**src/rtl/pipe_hazard_ctrl_pkg.sv**
```systemverilog
// Shared types for the pipeline hazard/control slice.
// Stage entries carry a fixed-width rd so sub-modules stay width-agnostic (REG_AW <= MAX_REG_AW).
package pipe_ctrl_pkg;

    localparam int MAX_REG_AW  = 8;
    localparam int FWD_REGFILE = 0;

    typedef enum logic [1:0] {
        RUN,
        DRAIN,
        HALTED
    } ctrl_state_e;

    typedef struct packed {
        logic                  valid;
        logic                  wr_en;
        logic [MAX_REG_AW-1:0] rd;
        logic                  is_load;
    } stage_entry_t;

endpackage

```
**src/rtl/pipe_hazard_ctrl_fwd_match.sv**
```systemverilog
// Per-operand priority encoder: youngest in-flight producer of rs, and whether it is a not-yet-ready load.
// Latency: combinational; no backpressure of its own.
module pipe_fwd_match
    import pipe_ctrl_pkg::*;
#(
    parameter int DEPTH    = 3,
    parameter int LOAD_LAT = 1,
    parameter int ZERO_HW  = 1,
    parameter int SELW     = 2
) (
    input  stage_entry_t [DEPTH:1]         stages,
    input  logic         [MAX_REG_AW-1:0]  rs,
    input  logic                           used,
    output logic         [SELW-1:0]        sel,
    output logic                           load_use
);

    logic found;

    // Stage 1 is searched first so the youngest producer wins.
    always_comb begin
        sel      = SELW'(FWD_REGFILE);
        load_use = 1'b0;
        found    = 1'b0;
        for (int k = 1; k <= DEPTH; k++) begin
            if (!found && used && stages[k].valid && stages[k].wr_en &&
                stages[k].rd == rs && !(ZERO_HW != 0 && rs == '0)) begin
                found    = 1'b1;
                sel      = SELW'(k);
                load_use = stages[k].is_load && (k <= LOAD_LAT);
            end
        end
    end

endmodule

```
**src/rtl/pipe_hazard_ctrl.sv**
```systemverilog
// Hazard and pipeline control: forwarding selects, load-use stall, branch flush, halt drain.
// Latency: stall/bubble/flush/fwd combinational from stage state; stage state and halted update one cycle later.
module pipe_hazard_ctrl
    import pipe_ctrl_pkg::*;
#(
    parameter int REG_AW   = 4,
    parameter int DEPTH    = 3,
    parameter int LOAD_LAT = 1,
    parameter int BR_STAGE = 2,
    parameter int ZERO_HW  = 1
) (
    input  logic                          clk,
    input  logic                          rst,
    input  logic                          hlt,
    input  logic                          id_valid,
    input  logic [REG_AW-1:0]             id_rs0,
    input  logic [REG_AW-1:0]             id_rs1,
    input  logic                          id_rs0_used,
    input  logic                          id_rs1_used,
    input  logic                          id_wr_en,
    input  logic [REG_AW-1:0]             id_rd,
    input  logic                          id_is_load,
    input  logic                          id_is_halt,
    input  logic                          br_taken,
    output logic                          stall,
    output logic                          bubble,
    output logic                          flush_ifid,
    output logic [$clog2(DEPTH+1)-1:0]    fwd_sel0,
    output logic [$clog2(DEPTH+1)-1:0]    fwd_sel1,
    output logic                          halted,
    output logic [15:0]                   stall_cnt
);

    localparam int SELW = $clog2(DEPTH+1);

    stage_entry_t [DEPTH:1] stages;
    stage_entry_t [DEPTH:1] stages_nxt;
    ctrl_state_e            state;

    logic load_use0;
    logic load_use1;
    logic load_use;
    logic dec_halt;
    logic inject;
    logic any_valid;

    pipe_fwd_match #(
        .DEPTH    (DEPTH),
        .LOAD_LAT (LOAD_LAT),
        .ZERO_HW  (ZERO_HW),
        .SELW     (SELW)
    ) u_match0 (
        .stages   (stages),
        .rs       (MAX_REG_AW'(id_rs0)),
        .used     (id_rs0_used),
        .sel      (fwd_sel0),
        .load_use (load_use0)
    );

    pipe_fwd_match #(
        .DEPTH    (DEPTH),
        .LOAD_LAT (LOAD_LAT),
        .ZERO_HW  (ZERO_HW),
        .SELW     (SELW)
    ) u_match1 (
        .stages   (stages),
        .rs       (MAX_REG_AW'(id_rs1)),
        .used     (id_rs1_used),
        .sel      (fwd_sel1),
        .load_use (load_use1)
    );

    assign load_use = load_use0 || load_use1;

    // A taken branch overrides a load-use stall: the consumer is on the wrong path anyway.
    always_comb begin
        stall      = 1'b0;
        bubble     = 1'b0;
        flush_ifid = 1'b0;
        unique case (state)
            RUN: begin
                flush_ifid = br_taken;
                bubble     = load_use || br_taken;
                stall      = load_use && !br_taken;
            end
            DRAIN: begin
                stall      = 1'b1;
                bubble     = 1'b1;
                flush_ifid = br_taken;
            end
            HALTED: begin
                stall = 1'b1;
            end
            default: ;
        endcase
    end

    assign dec_halt = id_valid && id_is_halt && !stall && !br_taken;
    assign inject   = (state == RUN) && id_valid && !id_is_halt && !stall && !br_taken;

    always_comb begin
        any_valid = 1'b0;
        for (int k = 1; k <= DEPTH; k++) begin
            any_valid = any_valid || stages[k].valid;
        end
    end

    // Entries behind the resolving stage were fetched down the wrong path.
    always_comb begin
        stages_nxt = '0;
        for (int k = DEPTH; k >= 2; k--) begin
            stages_nxt[k] = stages[k-1];
            if (br_taken && k <= BR_STAGE) begin
                stages_nxt[k].valid = 1'b0;
            end
        end
        if (inject) begin
            stages_nxt[1].valid   = 1'b1;
            stages_nxt[1].wr_en   = id_wr_en;
            stages_nxt[1].rd      = MAX_REG_AW'(id_rd);
            stages_nxt[1].is_load = id_is_load;
        end
    end

    always_ff @(posedge clk or posedge rst) begin
        if (rst) begin
            stages    <= '0;
            state     <= RUN;
            halted    <= 1'b0;
            stall_cnt <= '0;
        end else begin
            stages <= stages_nxt;
            if (state == RUN && load_use && !br_taken && stall_cnt != 16'hFFFF) begin
                stall_cnt <= stall_cnt + 16'd1;
            end
            unique case (state)
                RUN: begin
                    if (hlt || dec_halt) begin
                        state <= DRAIN;
                    end
                end
                DRAIN: begin
                    if (!any_valid) begin
                        state  <= HALTED;
                        halted <= 1'b1;
                    end
                end
                HALTED: begin
                    halted <= 1'b1;
                end
                default: begin
                    state  <= RUN;
                    halted <= 1'b0;
                end
            endcase
        end
    end

endmodule

```
**config.mk**
```make
export PLATFORM = sky130hd
export DESIGN_NAME = pipe_hazard_ctrl
export DESIGN_NICKNAME = d
export VERILOG_FILES = /design/src/rtl/pipe_hazard_ctrl_pkg.sv /design/src/rtl/pipe_hazard_ctrl_fwd_match.sv /design/src/rtl/pipe_hazard_ctrl.sv
export SDC_FILE = /design/constraint.sdc
export NUM_CORES = 1
export LEC_CHECK = 0
export CORE_MARGIN = 4
export CORE_UTILIZATION = 25
export CTS_CLUSTER_DIAMETER = 40
export DETAILED_ROUTE_END_ITERATION = 16
export HOLD_SLACK_MARGIN = 0.02
export MAX_ROUTING_LAYER = met4
export PLACE_DENSITY = 0.42
export SETUP_SLACK_MARGIN = 0.05
export SLEW_MARGIN = 20
export SYNTH_ARGS = -nofsm -noshare
export SYNTH_HDL_FRONTEND = slang
export SYNTH_SLANG_ARGS = --single-unit
```
**constraint.sdc**
```tcl
create_clock -name clk -period 3.3 [get_ports clk]
set_input_delay 0.495 -clock clk [delete_from_list [all_inputs] [get_ports clk]]
set_output_delay 0.495 -clock clk [all_outputs]
set_load 0.02 [all_outputs]
```
=== After elaboration in Yosys (flattened, before gate mapping) ===
Index checks and enable logic that the tools add are counted.

* Add/subtract/negate cells: 1
* $mul: 0
* Divide/modulo/power cells: 0
* Magnitude comparators: 0
* Equality and inequality tests: 11
* Shifts and indexed selects: 0
* Muxes and demuxes: 26
* Bitwise gates (word level): 2
* Reductions and logical operators: 60

{| class="wikitable"
|+ Operators by type and width
! operator !! number
|-
| 8-bit by 4-bit equality test with 1-bit output || 6
|-
| 1-bit logical AND || 39
|-
| 16-bit by 1-bit adder with 16-bit output (second input constant) || 1
|-
| 8-bit logical NOT || 2
|-
| 16-bit != test (second input constant) || 1
|-
| 1-bit two-way mux || 15
|-
| 2-bit two-way mux || 6
|-
| 11-bit two-way mux || 1
|-
| 1-bit logical NOT || 9
|-
| 2-bit one-hot mux with 3 select lines || 1
|-
| 1-bit logical OR || 5
|-
| 1-bit one-hot mux with 2 select lines || 2
|-
| 2-bit OR reduction || 2
|-
| 1-bit one-hot mux with 3 select lines || 1
|-
| 3-bit AND reduction || 1
|-
| 2-bit by 1-bit equality test with 1-bit output (second input constant) || 1
|-
| 2-bit equality test (second input constant) || 1
|-
| 2-bit logical NOT || 1
|-
| 2-bit by 1-bit != test with 1-bit output (second input constant) || 1
|-
| 2-bit != test (second input constant) || 1
|-
| 1-bit inverter || 2
|-
| 2-bit AND reduction || 1
|}

* Register bits: 50
* Bits in latches: 0
* RAM bits: 0
* ROM bits: 0
* Memories: 0

=== Depth between registers and ports, before layout ===
* Depth after elaboration: 28
* Depth in mapped cells: 7
* Gate-level depth less buffers: 7

=== Hierarchy ===
A second synthesis with hierarchy kept.

* Cell total of the unflattened synthesis: 226
* Area, all modules: 2368.5 um2

{| class="wikitable"
|+ By module, submodules not included
! module !! times used !! cells each !! area each (um2) !! sequential area each (um2)
|-
| pipe_hazard_ctrl || 1 || 138 || 1677.9 || 1001.0
|-
| pipe_fwd_match || 2 || 44 || 345.3 || 0.0
|}

=== Worst setup path after synthesis ===
OpenSTA, ideal clock, no wires.

* Kind: in2out
* Start point: input port id_rs1[0]
* End point: output port stall
* Arrival time: 1.909 ns
* Slack: 0.896 ns
* Stages on the path: 7
* Cells stage by stage: buf_6 -> xor2_1 -> nor4_4 -> nand3_4 -> buf_6 -> a21boi_0 -> o21ba_2

* Longest elaborated chain between the ends: 21

{| class="wikitable"
|+ Ends and longest elaborated chain
! what !! line !! RTL
|-
| start: declaration || pipe_hazard_ctrl.sv:17 || <nowiki>input logic [REG_AW-1:0] id_rs1,</nowiki>
|-
| 8-bit by 4-bit equality test with 1-bit output / 8-bit logical NOT (equally long branches) || pipe_hazard_ctrl_fwd_match.sv:27 || <nowiki>stages[k].rd == rs && !(ZERO_HW != 0 && rs == '0)) begin</nowiki>
|-
| 1-bit logical AND / 1-bit logical NOT (equally long branches) || pipe_hazard_ctrl_fwd_match.sv:26, pipe_hazard_ctrl_fwd_match.sv:27 ||
|-
| 1-bit logical AND || pipe_hazard_ctrl_fwd_match.sv:27 ||
|-
| 1-bit two-way mux || pipe_hazard_ctrl_fwd_match.sv:26 || <nowiki>if (!found && used && stages[k].valid && stages[k].wr_en &&</nowiki>
|-
| 1-bit logical NOT || pipe_hazard_ctrl_fwd_match.sv:26 ||
|-
| 1-bit logical AND (4 in series) || pipe_hazard_ctrl_fwd_match.sv:26 ||
|-
| 1-bit logical AND || pipe_hazard_ctrl_fwd_match.sv:27 ||
|-
| 1-bit two-way mux || pipe_hazard_ctrl_fwd_match.sv:26 ||
|-
| 1-bit logical NOT || pipe_hazard_ctrl_fwd_match.sv:26 ||
|-
| 1-bit logical AND (4 in series) || pipe_hazard_ctrl_fwd_match.sv:26 ||
|-
| 1-bit logical AND || pipe_hazard_ctrl_fwd_match.sv:27 ||
|-
| 1-bit two-way mux (*) || pipe_hazard_ctrl_fwd_match.sv:26 ||
|-
| 1-bit logical OR (*) || pipe_hazard_ctrl.sv:73 || <nowiki>assign load_use = load_use0 || load_use1;</nowiki>
|-
| 1-bit logical AND (*) || pipe_hazard_ctrl.sv:84 || <nowiki>stall = load_use && !br_taken;</nowiki>
|-
| 1-bit one-hot mux with 2 select lines (*) || pipe_hazard_ctrl.sv:80 || <nowiki>unique case (state)</nowiki>
|-
| end: declaration || pipe_hazard_ctrl.sv:25 || <nowiki>output logic stall,</nowiki>
|}

Mark *: on every way between the ends. The rest lies on a longest branch, timed or not.

=== Final worst setup path ===
* Start point: input port id_rs1[1]
* End point: output port fwd_sel1[1]

* Longest elaborated chain between the ends: 18

{| class="wikitable"
|+ Ends and longest elaborated chain
! what !! line !! RTL
|-
| 8-bit by 4-bit equality test with 1-bit output / 8-bit logical NOT (equally long branches) || pipe_hazard_ctrl_fwd_match.sv:27 ||
|-
| 1-bit logical AND / 1-bit logical NOT (equally long branches) || pipe_hazard_ctrl_fwd_match.sv:26, pipe_hazard_ctrl_fwd_match.sv:27 ||
|-
| 1-bit logical AND || pipe_hazard_ctrl_fwd_match.sv:27 ||
|-
| 1-bit two-way mux || pipe_hazard_ctrl_fwd_match.sv:26 ||
|-
| 1-bit logical NOT || pipe_hazard_ctrl_fwd_match.sv:26 ||
|-
| 1-bit logical AND (4 in series) || pipe_hazard_ctrl_fwd_match.sv:26 ||
|-
| 1-bit logical AND || pipe_hazard_ctrl_fwd_match.sv:27 ||
|-
| 1-bit two-way mux || pipe_hazard_ctrl_fwd_match.sv:26 ||
|-
| 1-bit logical NOT || pipe_hazard_ctrl_fwd_match.sv:26 ||
|-
| 1-bit logical AND (4 in series) || pipe_hazard_ctrl_fwd_match.sv:26 ||
|-
| 1-bit logical AND || pipe_hazard_ctrl_fwd_match.sv:27 ||
|-
| 2-bit two-way mux (*) || pipe_hazard_ctrl_fwd_match.sv:26 ||
|-
| end: declaration || pipe_hazard_ctrl.sv:29 || <nowiki>output logic [$clog2(DEPTH+1)-1:0] fwd_sel1,</nowiki>
|}

Marked as above.

==> reports/qor.yml <==
die_h_um: 101
drive_gt1_share_pct: 13.4
grt_pass1_wl_um: 9230
rows: 33
numCtsBuffers: 5
antenna_found_initial: 0
grt_max_degree: 39
drv_cap: 0
hold_path_class: "reg2reg"
initial_core_util_pct: 26.0
crit_path_end: "fwd_sel1[1]"
drcViolationCount: 0
core_mm2: 0.00830
dp_hpwl_um: 4130
cp.required_ps: 2800
crit_type: "in2out"
cts_setup_buffers: 0
vias: 1707
p_leak_nw: 1.34
syn-instance-count: 204
cts_tree: "done"
cts_sinks: 38
synth_fa_ha_area_share_pct: 2.90
total_power_mw: 1.32
ys.flop_type: "dfrtp_1"
startpoint_type: "input pin"
hold_ws_ps: 380
r2r_cells: 7
avgSynthCellArea_um2: 10.6
routedWlPerCell_um: 15.2
r2r_end: "stall_cnt[10]"
startpoint: "id_rs1[1]"
synth-edff-count: 0
num-nets-final: 288
grt_usage_pct: 11.8
synth_top_family_by_area: "simple AND/OR/NAND/NOR gates"
power.switching_uw: 439
ctsLongestPathBuffers: 2
cts_hold_repair.buffers: 0
htree_levels: 2
synthMuxAreaShare_pct: 1.56
rsz0062_at_grt: "yes"
clock-root-buffer: "clkbuf_8"
yosys.cell_types.count: 46
die_area_mm2: 0.0102
finalMaxSlewViolations: 0
ff2ff_setup_slack_ps: 1120
grt-ovfl-total: 0
worstPathCellList: "clkdlybuf4s50_1, nor3_1, nor3_1, a21oi_1, or4_1, a21oi_1, clkdlybuf4s50_1"
power_frac_seq_pct: 40.0
syn-num-nets: 231
end_kind: "output pin"
power-per-cell-area_mw_per_mm2: 457
place_inst: 359
io_pins: 46
port_buffers: 45
fin_crit_ps: 3110
grt_pass1_vias: 1804
combPwrFrac_pct: 34.0
yosys_warnings: 0
period_share_pct: 94.3
report.final.hold_viol_count: 0
cp_max_fo: 5
setup_viol: 0
ys_ff_latch: 38
synth_compound_area_share_pct: 13.4
relSlewSlack_pct: 52.1
r2r-start: "stages[4]"
tightest_slew_ps: 718
routed_wl_um: 5570
critPathArrivalTime_ps: 2620
drtIter0Drc: 30
yosys.area_share.simple_pct: 20.7
async_reset_ff_share_pct: 100
syn_to_final_growth_pct: 33.7
cpMaxStageDelayCell: "clkdlybuf4s50_1"
netlist_area_mm2: 0.00216
fin_worst_skew_ps: 7.87
ant_nets: 0
drt_pass1_iterations: 4
p_int_uw: 880
ys_seq_area_share_pct: 44.0
routed_via_density: 4.65
slowest_delay_ps: 620
dieWidth_um: 101
setup_tns_ps: 0
max_freq_ghz: 0.321
synth-xor-area-share_pct: 13.8
status: "complete, no violations"
clkPwrFrac_pct: 26.0
clock_latency_ps: 290
gp_congestion: 0.747
swShare_pct: 33.3
fin_util_pct: 34.8
final_cell_count_no_fill: 367
ir_drop_uv: 167
path_clk_slew_ps: 80
n_antenna_cell: 0
-- worst min-delay path by stage --
stage	startpoint	to	slack, ps	depth (start not counted)
floorplan	stages[20]	stages[31]	350	0
global placement	stages[20]	stages[31]	360	0
detailed placement	stages[20]	stages[31]	360	0
CTS	stages[20]	stages[31]	380	0
global route	stages[20]	stages[31]	390	0
finish	stages[20]	stages[31]	380	0
-- synthesized netlist by cell type, types with 3 or more instances --
| master | number | area share (%) |
|---|---|---|
| nand4_1 | 6 | 1.7 |
| a21oi_1 | 8 | 1.9 |
| clkbuf_1 | 3 | 0.52 |
| nor2_1 | 9 | 1.6 |
| buf_6 | 3 | 1.6 |
| nand2_1 | 17 | 3.0 |
| o21ai_0 | 4 | 0.93 |
| and3_1 | 3 | 0.87 |
| a2111oi_1 | 7 | 3.2 |
| mux2_2 | 3 | 1.6 |
| inv_1 | 7 | 1.2 |
| a211oi_1 | 3 | 1.0 |
| ha_1 | 5 | 2.9 |
| nor3_1 | 6 | 1.4 |
| xor2_1 | 30 | 12 |
| nor4_1 | 3 | 0.87 |
| xnor2_1 | 4 | 1.6 |
| nand3_1 | 9 | 2.1 |
| dfrtp_1 | 38 | 44 |
-- cell usage in the layout, fill, tap and decap left out, drive strengths merged, types with 4 or more instances in the layout --
cell type       n
a2111oi         9
inv             7
nor4            5
dfrtp          38
a21oi           8
xnor2           4
clkdlybuf4s50  42
clkbuf          6
buf            12
o21ai           6
xor2           30
ha              5
nor3            6
nor2            9
nand4           6
nand2          17
nand3          11
-- registers in the layout, indices dropped and copies added, names as in the netlist --
name / count
halted: 1
stages: 19
stall_cnt: 16
state: 2
-- cell type report --
cell class	count	area, µm²
inverter	7	26.3
tap	105	131
timing repair buffer	57	548
clock buffer	6	82.6
multi-input combinational	152	1130
sequential	38	951
clock inverter	2	12.5
fill	865	5410
-- metrics by stage --
| step | area, µm² | setup slack [ps] |
|---|---|---|
| after floorplan | 2160 | 896 |
| after global placement | 2780 | 93.6 |
| after detailed placement | 2780 | 98.8 |
| after CTS | 2870 | 84.9 |
| after global routing | 2890 | 28.0 |
| final | 2890 | 189 |
-- metal layers --
layer / vias up / routed length, µm / GRT usage (%)
li1: 847 / - / -
met1: 820 / 2660 / 15.8
met2: 38 / 2700 / 18.5
met3: 2 / 199 / 2.49
met4: 0 / 12 / 2.45
met5: - / 0 / -
-- worst max-delay path, delay by kind of cell --
kind                   cells  cell delay (ps)
AO/OA/AOI/OAI              2              210
buffers and inverters      2             1230
AND/OR/NAND/NOR            3              680
-- cell families after synthesis --
logic type               after synthesis
flip-flops                            38
multiplexers                           3
AND/OR/NAND/NOR                       75
adder cells (fa/ha/maj)                5
AO/OA/AOI/OAI                         35
buffers and inverters                 14
XOR/XNOR                              34
-- power groups by stage --
stage / combinational, mW / sequential [mW] / clock (mW)
6_report: 0.449 / 0.528 / 0.343
5_1_grt: 0.491 / 0.534 / 0.375
4_1_cts: 0.455 / 0.528 / 0.359
3_5_place_dp: 0.452 / 0.538 / 0
3_3_place_gp: 0.458 / 0.540 / 0
2_1_floorplan: 0.276 / 0.538 / 0
-- timing repair --
| action | 4_1_cts | 5_1_grt |
|---|---|---|
| resized for setup | 0 | 5 |
| endpoints found under the setup margin | 0 | 5 |
| endpoints found under the hold margin | 0 | 0 |
(Power assumes the default switching activity.)
